[config.mk]
export PLATFORM = sky130hd
export DESIGN_NAME = bus_rr_arbiter
export DESIGN_NICKNAME = d
export VERILOG_FILES = /design/src/rtl/bus_rr_arbiter_pkg.sv /design/src/rtl/bus_rr_arbiter_rr_pick4.sv /design/src/rtl/bus_rr_arbiter.sv
export SDC_FILE = /design/constraint.sdc
export NUM_CORES = 1
export LEC_CHECK = 0
export CORE_MARGIN = 5
export CORE_UTILIZATION = 30
export DETAILED_ROUTE_END_ITERATION = 12
export GPL_TIMING_DRIVEN = 0
export PLACE_DENSITY_LB_ADDON = 0.15
export SLEW_MARGIN = 25
export SYNTH_ARGS = -nofsm -noshare
export SYNTH_HDL_FRONTEND = slang
export SYNTH_HIERARCHICAL = 1
export SYNTH_SLANG_ARGS = --single-unit
[constraint.sdc]
create_clock -name clk -period 2.18 [get_ports clk]
set_clock_uncertainty 0.1 [all_clocks]
set_input_delay 0.218 -clock clk [delete_from_list [all_inputs] [get_ports clk]]
set_output_delay 0.218 -clock clk [all_outputs]
set_load 0.02 [all_outputs]
[src/rtl/bus_rr_arbiter_pkg.sv]
// Shared definitions for the four-master system bus arbiter.
// Holds the master count, owner indices, FSM state encodings and the hold limit default.
package bus_rr_arbiter_pkg;

  localparam int N_MASTERS    = 4;
  localparam int OWNER_W      = 2;
  localparam int HOLD_CNT_W   = 8;
  localparam int MAX_HOLD_DEF = 16;

  localparam logic [OWNER_W-1:0] OWN_CPU_IF  = 2'd0;
  localparam logic [OWNER_W-1:0] OWN_CPU_MEM = 2'd1;
  localparam logic [OWNER_W-1:0] OWN_MST2    = 2'd2;
  localparam logic [OWNER_W-1:0] OWN_MST3    = 2'd3;

  typedef enum logic {
    ST_PARK = 1'b0,
    ST_HOLD = 1'b1
  } arb_state_e;

  function automatic logic [N_MASTERS-1:0] owner_onehot(input logic [OWNER_W-1:0] idx);
    owner_onehot      = '0;
    owner_onehot[idx] = 1'b1;
  endfunction

endpackage

[src/rtl/bus_rr_arbiter_rr_pick4.sv]
// Combinational rotating-priority picker: first set bit of req_mask searching
// start, start+1, start+2, start+3 (mod 4).
module rr_pick4
  import bus_rr_arbiter_pkg::*;
(
  input  logic [N_MASTERS-1:0] req_mask,
  input  logic [OWNER_W-1:0]   start,
  output logic [OWNER_W-1:0]   win,
  output logic                 valid
);

  logic [OWNER_W-1:0] idx;

  // Walk from lowest priority to highest so the last hit is the winner.
  always_comb begin
    win   = start;
    valid = 1'b0;
    idx   = start;
    for (int i = N_MASTERS - 1; i >= 0; i--) begin
      idx = start + OWNER_W'(i);
      if (req_mask[idx]) begin
        win   = idx;
        valid = 1'b1;
      end
    end
  end

endmodule

[src/rtl/bus_rr_arbiter.sv]
// Round-robin arbiter for the shared system bus with active-low request/grant.
// Optional hold-timeout watchdog is built when BUS_ARB_TIMEOUT_EN is defined.
//
// state | meaning
// PARK  | owner is not requesting; arbitrate every cycle
// HOLD  | owner is requesting; keep the bus until release (or timeout)
module bus_rr_arbiter
  import bus_rr_arbiter_pkg::*;
#(
  parameter int unsigned MAX_HOLD = MAX_HOLD_DEF
) (
  input  logic                 clk,
  input  logic                 reset,
  input  logic [N_MASTERS-1:0] req_,
  output logic [N_MASTERS-1:0] grnt_,
  output logic [OWNER_W-1:0]   owner,
  output logic                 arb_switch,
  output logic                 timeout_err
);

  if (MAX_HOLD < 2 || MAX_HOLD > 255) begin : g_bad_max_hold
    $error("bus_rr_arbiter: MAX_HOLD must be within 2..255");
  end

  arb_state_e          state, state_nxt;
  logic [OWNER_W-1:0]  owner_nxt;
  logic [N_MASTERS-1:0] req;
  logic [N_MASTERS-1:0] pick_mask;
  logic [OWNER_W-1:0]  pick_idx;
  logic                pick_valid;
  logic                owner_req;
  logic                timeout_hit;

  assign req       = ~req_;
  assign owner_req = req[owner];
  assign grnt_     = ~owner_onehot(owner);

`ifdef BUS_ARB_TIMEOUT_EN
  logic [HOLD_CNT_W-1:0] hold_cnt, hold_cnt_nxt;
  logic [N_MASTERS-1:0]  others;
  logic                  others_req;

  assign others      = req & ~owner_onehot(owner);
  assign others_req  = |others;
  assign timeout_hit = (state == ST_HOLD) && owner_req && others_req &&
                       (hold_cnt == HOLD_CNT_W'(MAX_HOLD));
  // On timeout the current owner is masked out; it re-wins only by rotation later.
  assign pick_mask   = timeout_hit ? others : req;
  assign hold_cnt_nxt = ((state == ST_HOLD) && owner_req && others_req && !timeout_hit)
                        ? hold_cnt + 1'b1 : '0;

  always_ff @(posedge clk or negedge reset) begin
    if (!reset) begin
      hold_cnt    <= '0;
      timeout_err <= 1'b0;
    end else begin
      hold_cnt    <= hold_cnt_nxt;
      timeout_err <= timeout_hit;
    end
  end
`else
  assign timeout_hit = 1'b0;
  assign pick_mask   = req;
  assign timeout_err = 1'b0;
`endif

  rr_pick4 u_pick (
    .req_mask (pick_mask),
    .start    (owner + 1'b1),
    .win      (pick_idx),
    .valid    (pick_valid)
  );

  always_comb begin
    state_nxt = state;
    owner_nxt = owner;
    if ((state == ST_HOLD) && owner_req && !timeout_hit) begin
      state_nxt = ST_HOLD;
    end else if (pick_valid) begin
      owner_nxt = pick_idx;
      state_nxt = ST_HOLD;
    end else begin
      state_nxt = ST_PARK;
    end
  end

  always_ff @(posedge clk or negedge reset) begin
    if (!reset) begin
      state      <= ST_PARK;
      owner      <= OWN_CPU_IF;
      arb_switch <= 1'b0;
    end else begin
      state      <= state_nxt;
      owner      <= owner_nxt;
      arb_switch <= (owner_nxt != owner);
    end
  end

endmodule

==> impl_metrics.py, run 1 <==
metrics = {
    "outcome": {
        "outcome": "finished clean",
    },
    "yosys": {
        "synthTopCellsByCount": "inv_1 (11), nand2_1 (5), dfrtp_1 (4), ha_1 (4)",
        "ys_seq_area_frac": 0.232,
        "synth_xor_area_frac": 0.0406,
        "async_flop_share": 1.00,
        "synth-edff-count": 0,
        "synth_top_family_by_area": "simple AND/OR/NAND/NOR gates",
        "ys.warnings.count": 6,
        "synth_nets": 63,
        "synth_top_area_frac": 0.232,
        "synth_compound_area_frac": 0.171,
        "syn_area_sq_um": 432,
        "synth_ff_type": "dfrtp_1",
        "yosysMostFrequentCell": "inv_1",
        "synth_cell_types": 25,
        "synth_area_leaders": "dfrtp_1 (23%), ha_1 (12%), inv_1 (9.6%), mux2i_1 (4.6%), nand2_1 (4.3%)",
        "synth_seq_cells": 4,
        "synthCells": 53,
        "synthAdderAreaFrac": 0.116,
        "yosys.area_share.simple": 0.238,
        "avgSynthCellArea_sq_um": 8.14,
        "yosys.area.top_type": "dfrtp_1",
        "synth_mux_area_frac": 0.0812,
    },
    "route": {
        "drtIter0Drc": 4,
        "wl_per_cell_microns": 11.5,
        "drc": 0,
        "firstDrtPassIters": 4,
        "detail-route-antenna-nets": 0,
        "vias": 413,
        "routed_wl_microns": 1070,
        "via_per_inst": 4.44,
    },
    "clocking": {
        "cts_tree": "done",
        "clkTransAtPathRegs_ps": 40,
        "cts_buffer_depth": 2,
        "cts_root_buf": "clkbuf_4",
        "insertion_delay_ps": 230,
        "cts_hold_buf": 0,
        "cts.sinks": 4,
        "cts_buffers": 3,
        "htreeDepth": 1,
    },
    "timing": {
        "finalCritPeriodShare": 0.963,
        "slew_violations": 0,
        "period_needed_ps": 2100,
        "fmax_ghz": 0.476,
        "setup_viol": 0,
        "hold_viol": 0,
        "setup_ws_ps": 80.5,
    },
    "grt": {
        "antenna_found_initial": 0,
        "grt_pass1_wl_microns": 1530,
        "overflow": 0,
        "grt_max_degree": 10,
        "grt_pass1_vias": 370,
        "gr-usage-all-layers": 0.0973,
    },
    "power": {
        "p_sw_frac": 0.407,
        "clkPwrFrac": 0.088,
        "internal_power_mw": 0.613,
        "power.leakage_nw": 0.341,
        "seqPwrFrac": 0.149,
        "power_density_mw_per_mm2": 1500,
        "max-vdd-ir-drop_mv": 0.657,
        "power_frac_comb": 0.763,
        "switchingPower_mw": 0.421,
    },
    "place": {
        "gp_congestion": 0.700,
        "io_buffer_count": 12,
        "placed_cell_area_sq_um": 586,
        "placed_cells_incl_taps": 80,
        "pre_cts_slack_ps": -23.7,
        "hpwl_microns": 735,
    },
    "cells_and_area": {
        "final_nets": 90,
        "area.growth.synth_to_final_pct": 59.4,
        "final_cells": 93,
        "nFillCells": 128,
        "final_layout_size_suffix_gt1_frac": 0.333,
        "antennaDiodeCount": 0,
        "post-route-cell-area_sq_um": 688,
    },
    "setup_path": {
        "cp-end-kind": "flip-flop",
        "crit_type": "reg -> reg",
        "cp-start-kind": "flip-flop",
        "worst_ep_arrival_time_ps": 2120,
        "crit_fanout": 7,
        "cp.required_ps": 2200,
    },
    "die": {
        "pin_count": 14,
        "start_util": 0.324,
        "core-area_sq_mm": 0.00133,
        "die_area_sq_mm": 0.00230,
        "die-width_microns": 47.9,
        "fp.dieH_microns": 47.9,
        "rows": 13,
    },
    "hold_path": {
        "hold_path.class": "in -> async",
    },
    "run": {
        "drv_cap": 0,
    },
}
stage by stage:
step            util  setup TNS (ps)  hold WS (ps)  total power [mW]
6_report       0.516               0          81.8              1.03
5_1_grt        0.516           -6.17           102              1.12
4_1_cts        0.458               0          79.3             0.893
3_5_place_dp   0.439           -23.7           328             0.791
3_3_place_gp   0.439           -15.3           330             0.792
2_1_floorplan      -               0          -178             0.584
repair_timing:
action                     4_1_cts  5_1_grt
gates cloned                     0        0
buffers inserted                 0       10
gates resized for setup          1        2
pin swaps                        0        0
setup endpoints to repair        1        1
layout make-up:
| type | count | area, sq um | share of cell area |
|---|---|---|---|
| Timing Repair Buffer | 22 | 195 | 0.284 |
| Sequential cell | 4 | 103 | 0.149 |
| Multi-Input combinational cell | 37 | 298 | 0.433 |
| Tap cell | 15 | 18.8 | 0.0273 |
| Clock buffer | 3 | 22.5 | 0.0327 |
| Inverter | 11 | 43.8 | 0.0636 |
| Buffer | 1 | 7.51 | 0.0109 |
power by group through the flow:
stage                     combinational [mW]  clock (mW)  sequential, mW
final                                  0.789      0.0912           0.154
after global routing                   0.866      0.0956           0.158
after CTS                              0.628      0.0953           0.169
after detailed placement               0.624           0           0.167
after global placement                 0.625           0           0.167
after floorplan                        0.394           0           0.189
layer usage:
metal | track usage | wire length [microns] | up-vias
li1 | - | - | 222
met2 | 0.166 | 546 | 6
met5 | 0 | 0 | -
met3 | 0.0113 | 37 | 2
met4 | 0.0645 | 6 | 0
met1 | 0.112 | 475 | 183
critical path, stage by stage (launching register included):
cell,delay [ps]
dfrtp_2,460
inv_4,100
ha_4,210
and3b_1,170
or4_1,480
nand2_2,90
xnor2_1,110
nand2_1,70
and3_2,200
kinds of logic (layout without fill, tap and decap cells):
family,after synthesis,after routing
muxes,3,3
xor gates and xnor gates,2,2
buffers and inverters,12,37
other,1,1
AOI/OAI and AO/OA,9,9
DFF,4,4
and+or+nand+nor,18,18
adders and majority gates,4,4
state kept, by name, indices dropped and copies added (netlist names):
register    flops
arb_switch      1
owner           2
state           1
placed cells by master, fill, tap and decap left out, types with 2 or more instances in the layout:
cell type,Yosys,final
xnor2_1,2,2
nor2_1,3,3
nand2b_1,2,2
clkbuf_4,0,3
dfrtp_2,0,2
dfrtp_1,4,2
ha_1,4,3
clkdlybuf4s50_1,0,12
and2b_2,2,2
mux2i_1,2,2
buf_4,1,11
o21ai_0,3,3
inv_1,11,9
nand2_1,5,4
worst paths after layout:
check	start	end	slack, ps	cells after the start
setup / recovery	owner[0]	arb_switch	80	8
min in group clk	owner[0]	owner[0]	540	1
hold / removal	reset	state	80	1
max in group asynchronous	reset	owner[0]	1720	1
hold reg to reg	owner[0]	owner[0]	540	1
setup reg to reg	owner[0]	arb_switch	80	8
(Power assumes the default switching activity.)
==> inputs of run 2 (changes only) <==
CORE_MARGIN = 2   (was 5)
==> run 2 against run 1 <==
  * Non-clock buffer count decreased by 8
  * Sequential power decreased by 8%
  * Global-route usage increased by 2.9 points
  * Flip-flop and latch count unchanged
  * Combinational power decreased by 12%
  * Hold slack improved by 3.6 ps
  * Worst setup slack improved by 22 ps
  * Largest power group unchanged
  * Highest routed layer is now met3
==> impl_metrics.py, run 2 (synthesis gave the netlist of run 1 again) <==
metrics = {
    "grt": {
        "gr-usage-all-layers": 0.126,
        "grt_max_degree": 10,
        "grt_pass1_vias": 372,
        "grt_pass1_wl_microns": 1610,
        "overflow": 0,
        "antenna_found_initial": 0,
    },
    "hold_path": {
        "hold_path.class": "in -> async",
    },
    "die": {
        "rows": 13,
        "start_util": 0.328,
        "die_area_sq_mm": 0.00176,
        "fp.dieH_microns": 41.9,
        "die-width_microns": 41.9,
        "core-area_sq_mm": 0.00132,
        "pin_count": 14,
    },
    "timing": {
        "finalCritPeriodShare": 0.953,
        "rsz0062_at_grt": "no",
        "fmax_ghz": 0.481,
        "hold_viol": 0,
        "fin_setup_tns_ps": 0,
        "slew_violations": 0,
        "hold_ws_ps": 85.4,
        "period_needed_ps": 2080,
        "setup_viol": 0,
    },
    "setup_path": {
        "cp_cell_sequence": "inv_4 > ha_4 > and3b_1 > or4_1 > nand2_1 > xnor2_1 > nand2_1 > and3_2",
        "crit_type": "reg -> reg",
        "max_stage_delay_ps": 470,
        "reg2regPathDepth": 8,
        "reg2reg_from": "owner[0]",
        "slowest_stage": "or4_1",
        "cp-end-kind": "flip-flop",
        "cp.required_ps": 2200,
        "r2r_end": "arb_switch",
        "r2r_setup_slack_ps": 100,
        "crit_fanout": 5,
        "cp-start-kind": "flip-flop",
        "worst_ep_arrival_time_ps": 2100,
        "cp_common_cell": "nand2_1",
    },
    "cells_and_area": {
        "final_nets": 82,
        "final_layout_size_suffix_gt1_frac": 0.243,
        "final_cells": 85,
        "largest_reg_flops": 2,
        "antennaDiodeCount": 0,
        "nFillCells": 129,
        "top_regs": "owner (2), arb_switch (1), state (1)",
        "final_cell_mix": "clkdlybuf4s50_1 (12), inv_1 (9), nand2_1 (5)",
        "final_common_cell": "clkdlybuf4s50_1",
        "area.growth.synth_to_final_pct": 44.9,
        "largest-register": "owner",
    },
    "place": {
        "io_buffer_count": 12,
        "hpwl_microns": 721,
        "placed_cells_incl_taps": 80,
        "gp_congestion": 0.647,
    },
    "route": {
        "firstDrtPassIters": 4,
        "detail-route-antenna-nets": 0,
        "drc": 0,
        "drtIter0Drc": 9,
        "routed_wl_microns": 942,
        "wl_per_cell_microns": 11.1,
        "vias": 411,
        "via_per_inst": 4.84,
    },
    "power": {
        "power_density_mw_per_mm2": 1480,
        "power.leakage_nw": 0.303,
        "max-vdd-ir-drop_mv": 0.736,
    },
    "run": {
        "drv_cap": 0,
    },
    "clocking": {
        "cts_tree": "done",
        "cts_buffers": 3,
        "clkTransAtPathRegs_ps": 40,
        "insertion_delay_ps": 230,
        "cts.sinks": 4,
        "cts_hold_buf": 0,
        "htreeDepth": 1,
        "cts_root_buf": "clkbuf_4",
        "cts_buffer_depth": 2,
    },
    "outcome": {
        "outcome": "finished clean",
    },
}
[run 2: changes by cell type in the layout (fill, tap and decap cells not counted), sizes merged]
| cell | previous run | this run |
|---|---|---|
| buf | 11 | 3 |
[run 2: worst max path at each step]
stage / startpoint / end / slack [ps]
after floorplan: owner[0] / arb_switch / 60
after global placement: owner[0] / arb_switch / -30
after detailed placement: req_[3] / arb_switch / -40
after CTS: owner[1] / arb_switch / 10
after global routing: owner[1] / arb_switch / 20
final: owner[0] / arb_switch / 100
[run 2: worst max-delay path, delay by kind of cell, from the launching register on]
kind / cells / cell delay (ps)
and+or+nand+nor: 5 / 1010
DFF: 1 / 420
buffers and inverters: 1 / 90
adders and majority gates: 1 / 220
xor gates and xnor gates: 1 / 120
[run 2: area by class of cell]
type	count	area, sq um	area share
Multi-Input combinational cell	37	295	0.472
Inverter	11	43.8	0.0700
Tap cell	15	18.8	0.0300
Buffer	1	7.51	0.0120
Clock buffer	3	22.5	0.0360
Timing Repair Buffer	14	135	0.216
Sequential cell	4	103	0.164
[run 2: repair_timing]
| item | in CTS | in global routing |
|---|---|---|
| pin swaps | 0 | 0 |
| setup endpoints to repair | 1 | 1 |
| gates resized for setup | 0 | 2 |
| hold endpoints to repair | 0 | 0 |
| buffers inserted | 1 | 1 |
[run 2: per-stage QoR]
stage	total power, mW	instance area [sq um]	worst slack [ps]	utilization
after floorplan	0.584	447	59.3	-
after global placement	0.790	586	-29.5	0.444
after detailed placement	0.800	586	-35.4	0.444
after CTS	0.911	616	11.7	0.467
after global routing	0.999	626	17.9	0.475
final	0.925	626	103	0.475
[run 2: power breakdown]
group	switching, mW	total, mW	internal (mW)	leakage (nW)
combinational	0.336	0.692	0.355	0.247
sequential	0.0316	0.141	0.110	0.0426
clock	0.0301	0.0917	0.0616	0.0138
[run 2: metal layers]
| metal | share of wire | up-vias | global-route usage |
|---|---|---|---|
| met1 | 0.44 | 190 | 0.148 |
| li1 | - | 210 | - |
| met4 | 0 | 0 | 0.116 |
| met2 | 0.53 | 11 | 0.188 |
| met3 | 0.027 | 0 | 0.0261 |
| met5 | 0 | - | 0 |
==> inputs of run 3 (changes only) <==
--- a/config.mk
+++ b/config.mk
@@ -11,2 +11,3 @@
 export GPL_TIMING_DRIVEN = 0
+export MAX_ROUTING_LAYER = met4
 export PLACE_DENSITY_LB_ADDON = 0.15
@@ -17 +18,2 @@
 export SYNTH_SLANG_ARGS = --single-unit
+export TNS_END_PERCENT = 20
--- a/constraint.sdc
+++ b/constraint.sdc
@@ -4,2 +4,2 @@
 set_output_delay 0.218 -clock clk [all_outputs]
-set_load 0.02 [all_outputs]
+set_load 0.05 [all_outputs]
==> run 3 against run 2 <==
  * Critical endpoint unchanged
  * Critical path type unchanged
  * Global-route usage down 1.5 points
  * Largest cell class unchanged
  * Total power up 26%
  * Hold slack better by 2.8 ps
  * Sequential power up 18%
==> impl_metrics.py, run 3 (synthesis gave the netlist of run 1 again) <==
metrics = {
    "outcome": {
        "outcome": "finished clean",
    },
    "setup_path": {
        "r2r_setup_slack_ps": 60,
        "max_stage_delay_ps": 520,
        "cp-start-kind": "flip-flop",
        "worst_ep_arrival_time_ps": 2140,
        "cp-end-kind": "flip-flop",
        "slowest_stage": "or4_4",
        "cp_cell_sequence": "inv_4 > ha_4 > and3b_1 > or4_4 > nand2_4 > xnor2_2 > nand2_1 > and3_4",
        "crit_fanout": 6,
        "cp.required_ps": 2200,
        "crit_type": "reg -> reg",
    },
    "route": {
        "drtIter0Drc": 9,
        "firstDrtPassIters": 4,
        "vias": 403,
        "wl_per_cell_microns": 10.5,
        "drc": 0,
        "detail-route-antenna-nets": 0,
        "via_per_inst": 4.63,
        "routed_wl_microns": 913,
    },
    "clocking": {
        "insertion_delay_ps": 230,
        "cts_tree": "done",
        "cts.sinks": 4,
        "cts_buffers": 3,
        "clkTransAtPathRegs_ps": 40,
        "cts_buffer_depth": 2,
        "cts_root_buf": "clkbuf_4",
        "htreeDepth": 1,
    },
    "die": {
        "rows": 13,
        "pin_count": 14,
        "start_util": 0.328,
        "fp.dieH_microns": 41.9,
        "die_area_sq_mm": 0.00176,
        "die-width_microns": 41.9,
        "core-area_sq_mm": 0.00132,
    },
    "grt": {
        "antenna_found_initial": 0,
        "grt_pass1_vias": 336,
        "gr-usage-all-layers": 0.111,
        "grt_pass1_wl_microns": 1440,
        "overflow": 0,
        "grt_max_degree": 10,
    },
    "cells_and_area": {
        "largest_reg_flops": 2,
        "finish.utilization": 0.505,
        "post-route-cell-area_sq_um": 666,
        "largest-register": "owner",
        "antennaDiodeCount": 0,
        "final_common_cell": "clkdlybuf4s50_1",
        "area.growth.synth_to_final_pct": 54.2,
        "top_regs": "owner (2), arb_switch (1), state (1)",
        "final_layout_size_suffix_gt1_frac": 0.306,
        "final_nets": 84,
        "final_cell_mix": "clkdlybuf4s50_1 (12), inv_1 (9), buf_4 (5)",
    },
    "power": {
        "finalPower_mw": 1.16,
        "power.leakage_nw": 0.322,
        "power_density_mw_per_mm2": 1740,
        "max-vdd-ir-drop_mv": 1.06,
    },
    "timing": {
        "finalCritPeriodShare": 0.973,
        "hold_viol": 0,
        "setup_viol": 0,
        "setup_ws_ps": 58.0,
        "slew_violations": 0,
        "rsz0062_at_grt": "yes",
        "fmax_ghz": 0.471,
        "hold_ws_ps": 88.2,
        "period_needed_ps": 2120,
    },
    "place": {
        "hpwl_microns": 695,
        "placed_cell_area_sq_um": 591,
        "pre_cts_slack_ps": -28.5,
        "io_buffer_count": 12,
        "gp_congestion": 0.647,
    },
    "run": {
        "drv_cap": 0,
    },
    "hold_path": {
        "hold_path.class": "in -> async",
    },
}
## run 3: cell types whose count changed in the layout (fill, tap and decap cells not counted)
| cell | delta |
|---|---|
| nand2_4 | +1 |
| or4_4 | +1 |
| buf_4 | +2 |
| xnor2_2 | +1 |
| dfrtp_2 | -1 |
| dfrtp_4 | +1 |
| nand2_1 | -1 |
| and3_2 | -1 |
| or4_1 | -1 |
| and3_4 | +1 |
| xnor2_1 | -1 |
## run 3: per-layer routing
metal / share of wire / vias to the layer above / track usage / routed length, microns
li1: - / 214 / - / -
met1: 0.48 / 181 / 0.128 / 438
met2: 0.50 / 8 / 0.169 / 455
met3: 0.021 / 0 / 0.0130 / 19
met4: 0 / 0 / 0.0968 / 0
met5: 0 / - / - / 0
## run 3: power by group
part           internal [mW]  switching [mW]
registers              0.114          0.0524
clock network         0.0614          0.0278
logic                  0.414           0.491
## run 3: final timing paths
check / startpoint / end / depth (start not counted)
max: owner[0] / arb_switch / 8
min: reset / owner[0] / 1
max reg2reg: owner[0] / arb_switch / 8
min reg2reg: owner[0] / owner[0] / 1
max in group asynchronous: reset / owner[0] / 1
min in group clk: owner[0] / owner[0] / 1
## run 3: cell type report
cell class / count / area [sq um]
Inverter: 11 / 43.8
Sequential cell: 4 / 105
Fill cell: 134 / 652
Tap cell: 15 / 18.8
Timing Repair Buffer: 16 / 150
Clock buffer: 3 / 22.5
Multi-Input combinational cell: 37 / 318
Buffer: 1 / 7.51
## run 3: timing repair
| action | in CTS | in global routing |
|---|---|---|
| setup buffers | 1 | 3 |
| setup endpoints to repair | 1 | 1 |
| endpoints found under the hold margin | 0 | 0 |
| pin swaps | 0 | 4 |
| gates resized for setup | 0 | 5 |
| hold buffers | 0 | 0 |
## run 3: worst max-delay path: cells and delay by family (launching register included)
kind	cells	cell delay, ps
DFF	1	510
adders and majority gates	1	200
xor gates and xnor gates	1	110
and+or+nand+nor	5	1010
buffers and inverters	1	90
## run 3: stage by stage
stage	instances	setup TNS, ps
floorplan	53	-3.03
global placement	80	-13.4
detailed placement	80	-28.5
CTS	84	0
global route	87	-15.6
finish	87	0
